$ cat src/rtl/csr_excp_ctrl_pkg.sv
// Shared CSR addresses, field offsets, write masks and exception codes for the
// exception/interrupt CSR block, plus the masked-write merge helper.
package csr_excp_ctrl_pkg;

   localparam logic [13:0] CSR_CRMD      = 14'h000;
   localparam logic [13:0] CSR_PRMD      = 14'h001;
   localparam logic [13:0] CSR_ECFG      = 14'h004;
   localparam logic [13:0] CSR_ESTAT     = 14'h005;
   localparam logic [13:0] CSR_ERA       = 14'h006;
   localparam logic [13:0] CSR_BADV      = 14'h007;
   localparam logic [13:0] CSR_EENTRY    = 14'h00C;
   localparam logic [13:0] CSR_TCFG      = 14'h041;
   localparam logic [13:0] CSR_TVAL      = 14'h042;
   localparam logic [13:0] CSR_TICLR     = 14'h044;
   localparam logic [13:0] CSR_TLBRENTRY = 14'h088;

   localparam logic [5:0]  ECODE_TLBR    = 6'h3F;

   localparam int CRMD_PLV       = 0;
   localparam int CRMD_IE        = 2;
   localparam int CRMD_DA        = 3;
   localparam int CRMD_PG        = 4;
   localparam int PRMD_PPLV      = 0;
   localparam int PRMD_PIE       = 2;
   localparam int ESTAT_IS_SW    = 0;
   localparam int ESTAT_IS_HW    = 2;
   localparam int ESTAT_IS_TI    = 11;
   localparam int ESTAT_IS_IPI   = 12;
   localparam int ESTAT_IS_W     = 13;
   localparam int ESTAT_ECODE    = 16;
   localparam int ESTAT_ESUBCODE = 22;
   localparam int TCFG_EN        = 0;
   localparam int TCFG_PERIODIC  = 1;
   localparam int TICLR_CLR      = 0;

   localparam logic [31:0] CRMD_RESET      = 32'h0000_0008;
   localparam logic [31:0] CRMD_WMASK      = 32'h0000_001F;
   localparam logic [31:0] PRMD_WMASK      = 32'h0000_0007;
   localparam logic [31:0] ECFG_WMASK      = 32'h0000_1BFF;
   localparam logic [31:0] ENTRY_WMASK     = 32'hFFFF_FFC0;

   function automatic logic [31:0] csr_merge(input logic [31:0] old_v,
                                             input logic [31:0] wdata,
                                             input logic [31:0] mask);
      return (old_v & ~mask) | (wdata & mask);
   endfunction

endpackage

$ cat src/rtl/csr_excp_ctrl_timer.sv
// Countdown timer owning TCFG/TVAL; pulses o_timer_fire on the 1->0 step.
// Interrupt-status bookkeeping (IS[11], TICLR) lives in the parent.
module csr_excp_ctrl_timer
   import csr_excp_ctrl_pkg::*;
(
   input  logic        i_clk,
   input  logic        i_rst_n,
   input  logic        i_tcfg_we,
   input  logic [31:0] i_tcfg_wdata,
   output logic [31:0] o_tcfg,
   output logic [31:0] o_tval,
   output logic        o_timer_fire
);

   logic [31:0] r_tcfg;
   logic [31:0] r_tval;

   // A TCFG write in the same cycle takes the place of the decrement, so no fire then.
   assign o_timer_fire = ~i_tcfg_we & r_tcfg[TCFG_EN] & (r_tval == 32'd1);
   assign o_tcfg       = r_tcfg;
   assign o_tval       = r_tval;

   always_ff @(posedge i_clk or negedge i_rst_n) begin
      if (!i_rst_n) begin
         r_tcfg <= '0;
         r_tval <= '0;
      end else if (i_tcfg_we) begin
         r_tcfg <= i_tcfg_wdata;
         r_tval <= {i_tcfg_wdata[31:2], 2'b00};
      end else if (r_tcfg[TCFG_EN]) begin
         if (r_tval != '0) begin
            r_tval <= r_tval - 32'd1;
         end else if (r_tcfg[TCFG_PERIODIC]) begin
            r_tval <= {r_tcfg[31:2], 2'b00};
         end
      end
   end

endmodule

$ cat src/rtl/csr_excp_ctrl.sv
// Commit-side exception/interrupt CSR block: handles WB exception and ertn commits,
// owns the exception CSRs and drives a registered fetch redirect. Build option: CSR_SOFT_INT_EN.
module csr_excp_ctrl
   import csr_excp_ctrl_pkg::*;
#(
   parameter logic [31:0] RESET_EENTRY    = 32'h0000_0000,
   parameter logic [31:0] RESET_TLBRENTRY = 32'h0000_0000
) (
   input  logic        clk,
   input  logic        reset,
   input  logic        excp_flush,
   input  logic        ertn_flush,
   input  logic [31:0] excp_era,
   input  logic [5:0]  ecode,
   input  logic [8:0]  esubcode,
   input  logic [31:0] badv,
   input  logic        badv_valid,
   input  logic        csr_we,
   input  logic [13:0] csr_waddr,
   input  logic [31:0] csr_wdata,
   input  logic [31:0] csr_wmask,
   input  logic [13:0] csr_raddr,
   output logic [31:0] csr_rdata,
   input  logic [7:0]  hw_int,
   input  logic        ipi,
   output logic        redirect_valid,
   output logic [31:0] redirect_pc,
   output logic        int_pending,
   output logic [1:0]  crmd_plv,
   output logic [1:0]  crmd_da_pg
);

   logic [31:0] r_crmd, r_prmd, r_ecfg, r_estat, r_era, r_badv, r_eentry, r_tlbrentry;
   logic        r_redirect_valid;
   logic [31:0] r_redirect_pc;

   logic        w_any_flush, w_we, w_tcfg_we, w_ticlr, w_timer_fire;
   logic [31:0] w_tcfg, w_tval, w_tcfg_wdata;

   // Any commit flush kills the CSR write of the same cycle outright.
   assign w_any_flush  = excp_flush | ertn_flush;
   assign w_we         = csr_we & ~w_any_flush;
   assign w_tcfg_we    = w_we & (csr_waddr == CSR_TCFG);
   assign w_ticlr      = w_we & (csr_waddr == CSR_TICLR) & csr_wdata[TICLR_CLR] & csr_wmask[TICLR_CLR];
   assign w_tcfg_wdata = csr_merge(w_tcfg, csr_wdata, csr_wmask);

   csr_excp_ctrl_timer u_timer (
      .i_clk        (clk),
      .i_rst_n      (reset),
      .i_tcfg_we    (w_tcfg_we),
      .i_tcfg_wdata (w_tcfg_wdata),
      .o_tcfg       (w_tcfg),
      .o_tval       (w_tval),
      .o_timer_fire (w_timer_fire)
   );

   always_ff @(posedge clk or negedge reset) begin
      if (!reset) begin
         r_crmd           <= CRMD_RESET;
         r_prmd           <= '0;
         r_ecfg           <= '0;
         r_estat          <= '0;
         r_era            <= '0;
         r_badv           <= '0;
         r_eentry         <= RESET_EENTRY;
         r_tlbrentry      <= RESET_TLBRENTRY;
         r_redirect_valid <= 1'b0;
         r_redirect_pc    <= '0;
      end else begin
         r_estat[ESTAT_IS_HW +: 8] <= hw_int;
         r_estat[ESTAT_IS_IPI]     <= ipi;
         // Software clear beats a timer fire landing on the same edge.
         if (w_ticlr) begin
            r_estat[ESTAT_IS_TI] <= 1'b0;
         end else if (w_timer_fire) begin
            r_estat[ESTAT_IS_TI] <= 1'b1;
         end
         r_redirect_valid <= w_any_flush;
         r_redirect_pc    <= '0;
         if (excp_flush) begin
            r_prmd[PRMD_PPLV +: 2]      <= r_crmd[CRMD_PLV +: 2];
            r_prmd[PRMD_PIE]            <= r_crmd[CRMD_IE];
            r_crmd[CRMD_PLV +: 2]       <= 2'b00;
            r_crmd[CRMD_IE]             <= 1'b0;
            r_era                       <= excp_era;
            r_estat[ESTAT_ECODE +: 6]   <= ecode;
            r_estat[ESTAT_ESUBCODE +: 9] <= esubcode;
            if (badv_valid) begin
               r_badv <= badv;
            end
            if (ecode == ECODE_TLBR) begin
               r_crmd[CRMD_DA] <= 1'b1;
               r_crmd[CRMD_PG] <= 1'b0;
               r_redirect_pc   <= r_tlbrentry;
            end else begin
               r_redirect_pc   <= r_eentry;
            end
         end else if (ertn_flush) begin
            r_crmd[CRMD_PLV +: 2] <= r_prmd[PRMD_PPLV +: 2];
            r_crmd[CRMD_IE]       <= r_prmd[PRMD_PIE];
            r_redirect_pc         <= r_era;
            if (r_estat[ESTAT_ECODE +: 6] == ECODE_TLBR) begin
               r_crmd[CRMD_DA] <= 1'b0;
               r_crmd[CRMD_PG] <= 1'b1;
            end
         end else if (csr_we) begin
            case (csr_waddr)
               CSR_CRMD:      r_crmd      <= csr_merge(r_crmd, csr_wdata, csr_wmask & CRMD_WMASK);
               CSR_PRMD:      r_prmd      <= csr_merge(r_prmd, csr_wdata, csr_wmask & PRMD_WMASK);
               CSR_ECFG:      r_ecfg      <= csr_merge(r_ecfg, csr_wdata, csr_wmask & ECFG_WMASK);
               CSR_ERA:       r_era       <= csr_merge(r_era, csr_wdata, csr_wmask);
               CSR_BADV:      r_badv      <= csr_merge(r_badv, csr_wdata, csr_wmask);
               CSR_EENTRY:    r_eentry    <= csr_merge(r_eentry, csr_wdata, csr_wmask & ENTRY_WMASK);
               CSR_TLBRENTRY: r_tlbrentry <= csr_merge(r_tlbrentry, csr_wdata, csr_wmask & ENTRY_WMASK);
`ifdef CSR_SOFT_INT_EN
               CSR_ESTAT:     r_estat[ESTAT_IS_SW +: 2] <=
                                 (r_estat[ESTAT_IS_SW +: 2] & ~csr_wmask[ESTAT_IS_SW +: 2]) |
                                 (csr_wdata[ESTAT_IS_SW +: 2] & csr_wmask[ESTAT_IS_SW +: 2]);
`endif
               default: ;
            endcase
         end
      end
   end

   always_comb begin
      csr_rdata = '0;
      case (csr_raddr)
         CSR_CRMD:      csr_rdata = r_crmd;
         CSR_PRMD:      csr_rdata = r_prmd;
         CSR_ECFG:      csr_rdata = r_ecfg;
         CSR_ESTAT:     csr_rdata = r_estat;
         CSR_ERA:       csr_rdata = r_era;
         CSR_BADV:      csr_rdata = r_badv;
         CSR_EENTRY:    csr_rdata = r_eentry;
         CSR_TLBRENTRY: csr_rdata = r_tlbrentry;
         CSR_TCFG:      csr_rdata = w_tcfg;
         CSR_TVAL:      csr_rdata = w_tval;
         default:       csr_rdata = '0;
      endcase
   end

   // IS[1:0] stay zero unless software interrupts are built in, so they drop out here.
   assign int_pending    = r_crmd[CRMD_IE] & |(r_estat[ESTAT_IS_W-1:0] & r_ecfg[ESTAT_IS_W-1:0]);
   assign redirect_valid = r_redirect_valid;
   assign redirect_pc    = r_redirect_pc;
   assign crmd_plv       = r_crmd[CRMD_PLV +: 2];
   assign crmd_da_pg     = {r_crmd[CRMD_DA], r_crmd[CRMD_PG]};

endmodule
$ cat config.mk
export PLATFORM = sky130hd
export DESIGN_NAME = csr_excp_ctrl
export DESIGN_NICKNAME = d
export VERILOG_FILES = /design/src/rtl/csr_excp_ctrl_pkg.sv /design/src/rtl/csr_excp_ctrl_timer.sv /design/src/rtl/csr_excp_ctrl.sv
export SDC_FILE = /design/constraint.sdc
export NUM_CORES = 1
export LEC_CHECK = 0
export CORE_MARGIN = 1.5
export CORE_UTILIZATION = 59
export CTS_BUF_LIST = sky130_fd_sc_hd__clkbuf_8
export CTS_CLUSTER_SIZE = 14
export DETAILED_ROUTE_END_ITERATION = 10
export GPL_TIMING_DRIVEN = 0
export PLACE_DENSITY_LB_ADDON = 0.2
export SKIP_CTS_REPAIR_TIMING = 1
export SLEW_MARGIN = 15
export SYNTH_ARGS = -nofsm -noshare
export SYNTH_HDL_FRONTEND = slang
export SYNTH_SLANG_ARGS = --single-unit
$ cat constraint.sdc
create_clock -name clk -period 7.4 [get_ports clk]
set_input_delay 1.11 -clock clk [delete_from_list [all_inputs] [get_ports clk]]
set_output_delay 1.11 -clock clk [all_outputs]
set_load 0.01 [all_outputs]
==> results.txt <==
Once placement finished, the instance area stood at 0.0172 mm2. Setup repair after global routing left no endpoint under its margin. For the pin with the worst max-slew slack, the measured transition is 1.17 ns. For this block, the initial DRC count from the detailed router was 2081. Traced cell by cell, the critical path runs through clkdlybuf4s50_1 -> nor4_1 -> and4b_1 -> and4_1 -> clkbuf_1 -> clkbuf_1 -> a222oi_1 -> nand2_1 -> clkdlybuf4s50_1. Setup violations remaining at the end of the flow were counted as 0. The floorplan step set the die width to 159 um.

The count of endpoints failing hold in the final timing report was 0. Combinational logic is responsible for 12.9% of the overall power. Max-cap violations in this run came to 0. In this run the worst hold path is classified as in2async.

In the routed design, unresolved DRC markers number 4. The post-placement worst setup slack was 1.53 ns; the worst relative slew slack was 21.8%. The tools report the final max-slew violation count as 0.

The worst setup path is captured at an output pin. The run finished, with violations left. In this run the core area contains 56 standard-cell rows.

The layout cell share with drive strength beyond 1 works out to 13.2%. The average instance in the mapped netlist occupies 9.64 um2. The post-route setup TNS is 0 ns, and the share of the synthesized area in the top cell type is 44.9%. At the end of the flow the core is filled with cells to 76.8%.

Dominant cell by count in the synthesized netlist: sky130_fd_sc_hd__nand2_1. The initial standard-cell utilization of the core was 60.6%. The number of global-route vias before repair is 14900, and the design internal power is 2.41 mW. Total via count after detailed routing: 14700. Derived from the worst setup path, the maximum achievable clock frequency is 0.163 GHz. The synthesized design contains 258 register bits. Ranked by instance count, the synthesized netlist is headed by sky130_fd_sc_hd__nand2_1, sky130_fd_sc_hd__dfrtp_1, sky130_fd_sc_hd__mux2_2, sky130_fd_sc_hd__o21ai_0, sky130_fd_sc_hd__mux2i_1. The checks that failed: design-rule violations. Post-layout minimum cycle time: 6.13 ns. The HPWL after detailed placement is 40000 um.

Input and output buffers added on the ports amount to 240. Largest area contributor in the netlist: sky130_fd_sc_hd__dfrtp_1. The run gives 1.00 as the final weighted congestion in routability-driven placement. After synthesis the cells add up to 0.0143 mm2.

The die covers 0.0252 mm2. In this design, the stage delay of the slowest critical-path cell is 0.79 ns. The areal power density over the cells is 182 mW/mm2. Dividing the detail-routed wire length by the instance count gives 26.7 um.

STA puts the critical path data arrival time at 5.02 ns. The routed design has 56800 um of wire. The buffer levels on the longest clock path is 3, and the count of boundary I/O pins is 256. For this run, asynchronously set or reset flops after synthesis account for 100%. Relative to the synthesized area, the layout overhead comes to 26.7%. Sequential cells were found to cover 45.1% of the synthesized design area.

For the worst hold margin, the log shows 0.363 ns. The worst path uses 82.9% of the clock period. The H-tree was split into 2 levels.

The CTS buffer count was 44. In this run the worst path has a maximum fanout of 10. The cell sitting at the root of the clock tree is a sky130_fd_sc_hd__clkbuf_8. At the worst endpoint, the required time is 6.29 ns. The count of cell types in the netlist was 75; the post-route cell area was 0.0181 mm2. The number of synthesis warnings came out at 7. The logs give 7.74 nW for the total leakage power and 0.0159 ns for the clock skew. The net load switching power is 0.887 mW. The later pin in the worst-skew pair is clocked with a latency of 0.56 ns. The tools report the area of the core as 0.0236 mm2. Clock-pin slew was measured on the worst setup and hold paths at 0.07 ns. Setup slack closes at 1.27 ns. Most frequently used flop master after synthesis: sky130_fd_sc_hd__dfrtp_1. After global routing the overflow that remains totals 0. For the net count after synthesis, the log shows 1672. The first detailed-routing pass ran for 11 iterations. After detailed routing, the number of vias per cell comes to 6.90.

The critical path in this run is classified as in2out. The count of nets left with antenna violations once routing finished came out at 0. The kind of launch point of the worst setup path is a primary input.

For the maximum vdd ir drop, the log shows 0.000176 V. The number of instances in the synthesized netlist is 1484, and the maximum number of pins on one net before global-route repair is 100. The number of antenna violations at the first check in global routing came out at 2. The completed layout was analyzed and its total power is 3.30 mW.

The tools report the proportion of power drawn by flip-flops and latches as 46.6%. For this run, the number of standard cells in the final layout without fillers is 2126. Switching share of power: 26.9%. The layout net count came out at 1963.

The clock group share of total power came out at 40.5%. Global routing used 44.5% of the available tracks. TritonCTS built the clock tree. The cell type of the slowest stage on the worst timing path was sky130_fd_sc_hd__clkbuf_1. The total instance count after detailed placement was 2048. The die is 159 um tall. Clock tree synthesis found a total of 258 sinks.

The synthesized design contains 0 enable-type register cells. The layout has 1633 filler cells. The first global-routing pass estimated 85900 um of wire.

Yosys attributes the largest share of cell area to sky130_fd_sc_hd__dfrtp_1, sky130_fd_sc_hd__mux2_2, sky130_fd_sc_hd__nand2_1.
## layout by cell type, fill, tap and decap left out, types with 4 or more instances in the layout
master and count:
sky130_fd_sc_hd__nor2_1 40, sky130_fd_sc_hd__or2_2 4, sky130_fd_sc_hd__o21ai_0 99, sky130_fd_sc_hd__o211ai_1 17, sky130_fd_sc_hd__or4_1 5, sky130_fd_sc_hd__nor4b_1 4
sky130_fd_sc_hd__a21oi_1 51, sky130_fd_sc_hd__dfrtp_1 257, sky130_fd_sc_hd__mux2_2 126, sky130_fd_sc_hd__nor2b_1 7, sky130_fd_sc_hd__clkdlybuf4s50_1 239, sky130_fd_sc_hd__mux2i_1 86
sky130_fd_sc_hd__nand3_1 28, sky130_fd_sc_hd__clkbuf_1 79, sky130_fd_sc_hd__a22o_1 25, sky130_fd_sc_hd__nand4_1 12, sky130_fd_sc_hd__or3_1 12, sky130_fd_sc_hd__o22ai_1 71
sky130_fd_sc_hd__inv_1 27, sky130_fd_sc_hd__and2_1 9, sky130_fd_sc_hd__a211o_1 4, sky130_fd_sc_hd__a31oi_1 11, sky130_fd_sc_hd__nor3_1 15, sky130_fd_sc_hd__a22oi_1 41
sky130_fd_sc_hd__buf_4 6, sky130_fd_sc_hd__nand2b_1 37, sky130_fd_sc_hd__nor4_1 22, sky130_fd_sc_hd__o2bb2ai_1 5, sky130_fd_sc_hd__buf_2 21, sky130_fd_sc_hd__clkbuf_8 58
sky130_fd_sc_hd__buf_1 9, sky130_fd_sc_hd__o21a_1 4, sky130_fd_sc_hd__nand2_1 260, sky130_fd_sc_hd__a222oi_1 22, sky130_fd_sc_hd__a21o_1 4
## final cells by class
class                      instances  area, um2  area share, %
antenna                            1       2.50         0.0138
sequential                       258       6460           35.6
buffer                           115        488           2.69
tap                              319        399           2.20
clock inverter                    19        101          0.559
clock buffer                      58        798           4.40
inverter                          13       48.8          0.269
timing repair buffer             245       2500           13.8
multi-input combinational       1098       7340           40.5
## worst paths after layout
path | from | to | slack, ns | cells past startpoint
setup / recovery | csr_raddr[11] | csr_rdata[22] | 1.27 | 9
hold / removal | reset | u_timer.o_tval[24]$_DFFE_PN0P_ | 0.36 | 1
setup reg to reg | u_timer.o_tval[10]$_DFFE_PN0P_ | u_timer.o_tval[15]$_DFFE_PN0P_ | 4.05 | 7
hold reg to reg | register | redirect_pc[4]$_DFF_PN0_ | 0.51 | 1
max in group asynchronous | reset | async pin | 6.01 | 3
min in group clk | register | redirect_pc[4]$_DFF_PN0_ | 0.51 | 1
## per-layer routing
layer  GRT usage (%)  up-vias  wire length [um]
met5               0        -                13
met4            28.5        2              3610
met3            10.9      276              6500
met2            69.5     1163             25800
met1            55.2     7138             20900
li1                -     6091                 -
## critical path, delay by kind of cell
family	cells	cell delay, ns
AOI/OAI and AO/OA	1	0.33
buffers and inverters	4	2.47
and+or+nand+nor	4	1.10
## cells by family (layout without fill, tap and decap cells)
group	Yosys count	after routing	synth area share, %
other	0	1	0
and+or+nand+nor	482	482	16.0
AOI/OAI and AO/OA	398	398	18.6
muxes	214	214	16.2
DFF	258	258	45.1
adders and majority gates	2	2	0.175
xor gates and xnor gates	2	2	0.122
buffers and inverters	128	450	3.75
## power by group through the flow
stage                     clock network, mW  registers, mW  logic [mW]
after detailed placement                  0           1.56       0.413
after floorplan                           0           1.54       0.174
after global routing                   1.39           1.54       0.453
after global placement                    0           1.55       0.395
after CTS                              1.32           1.53       0.418
final                                  1.34           1.54       0.427
Power figures use the tool's default switching activity.
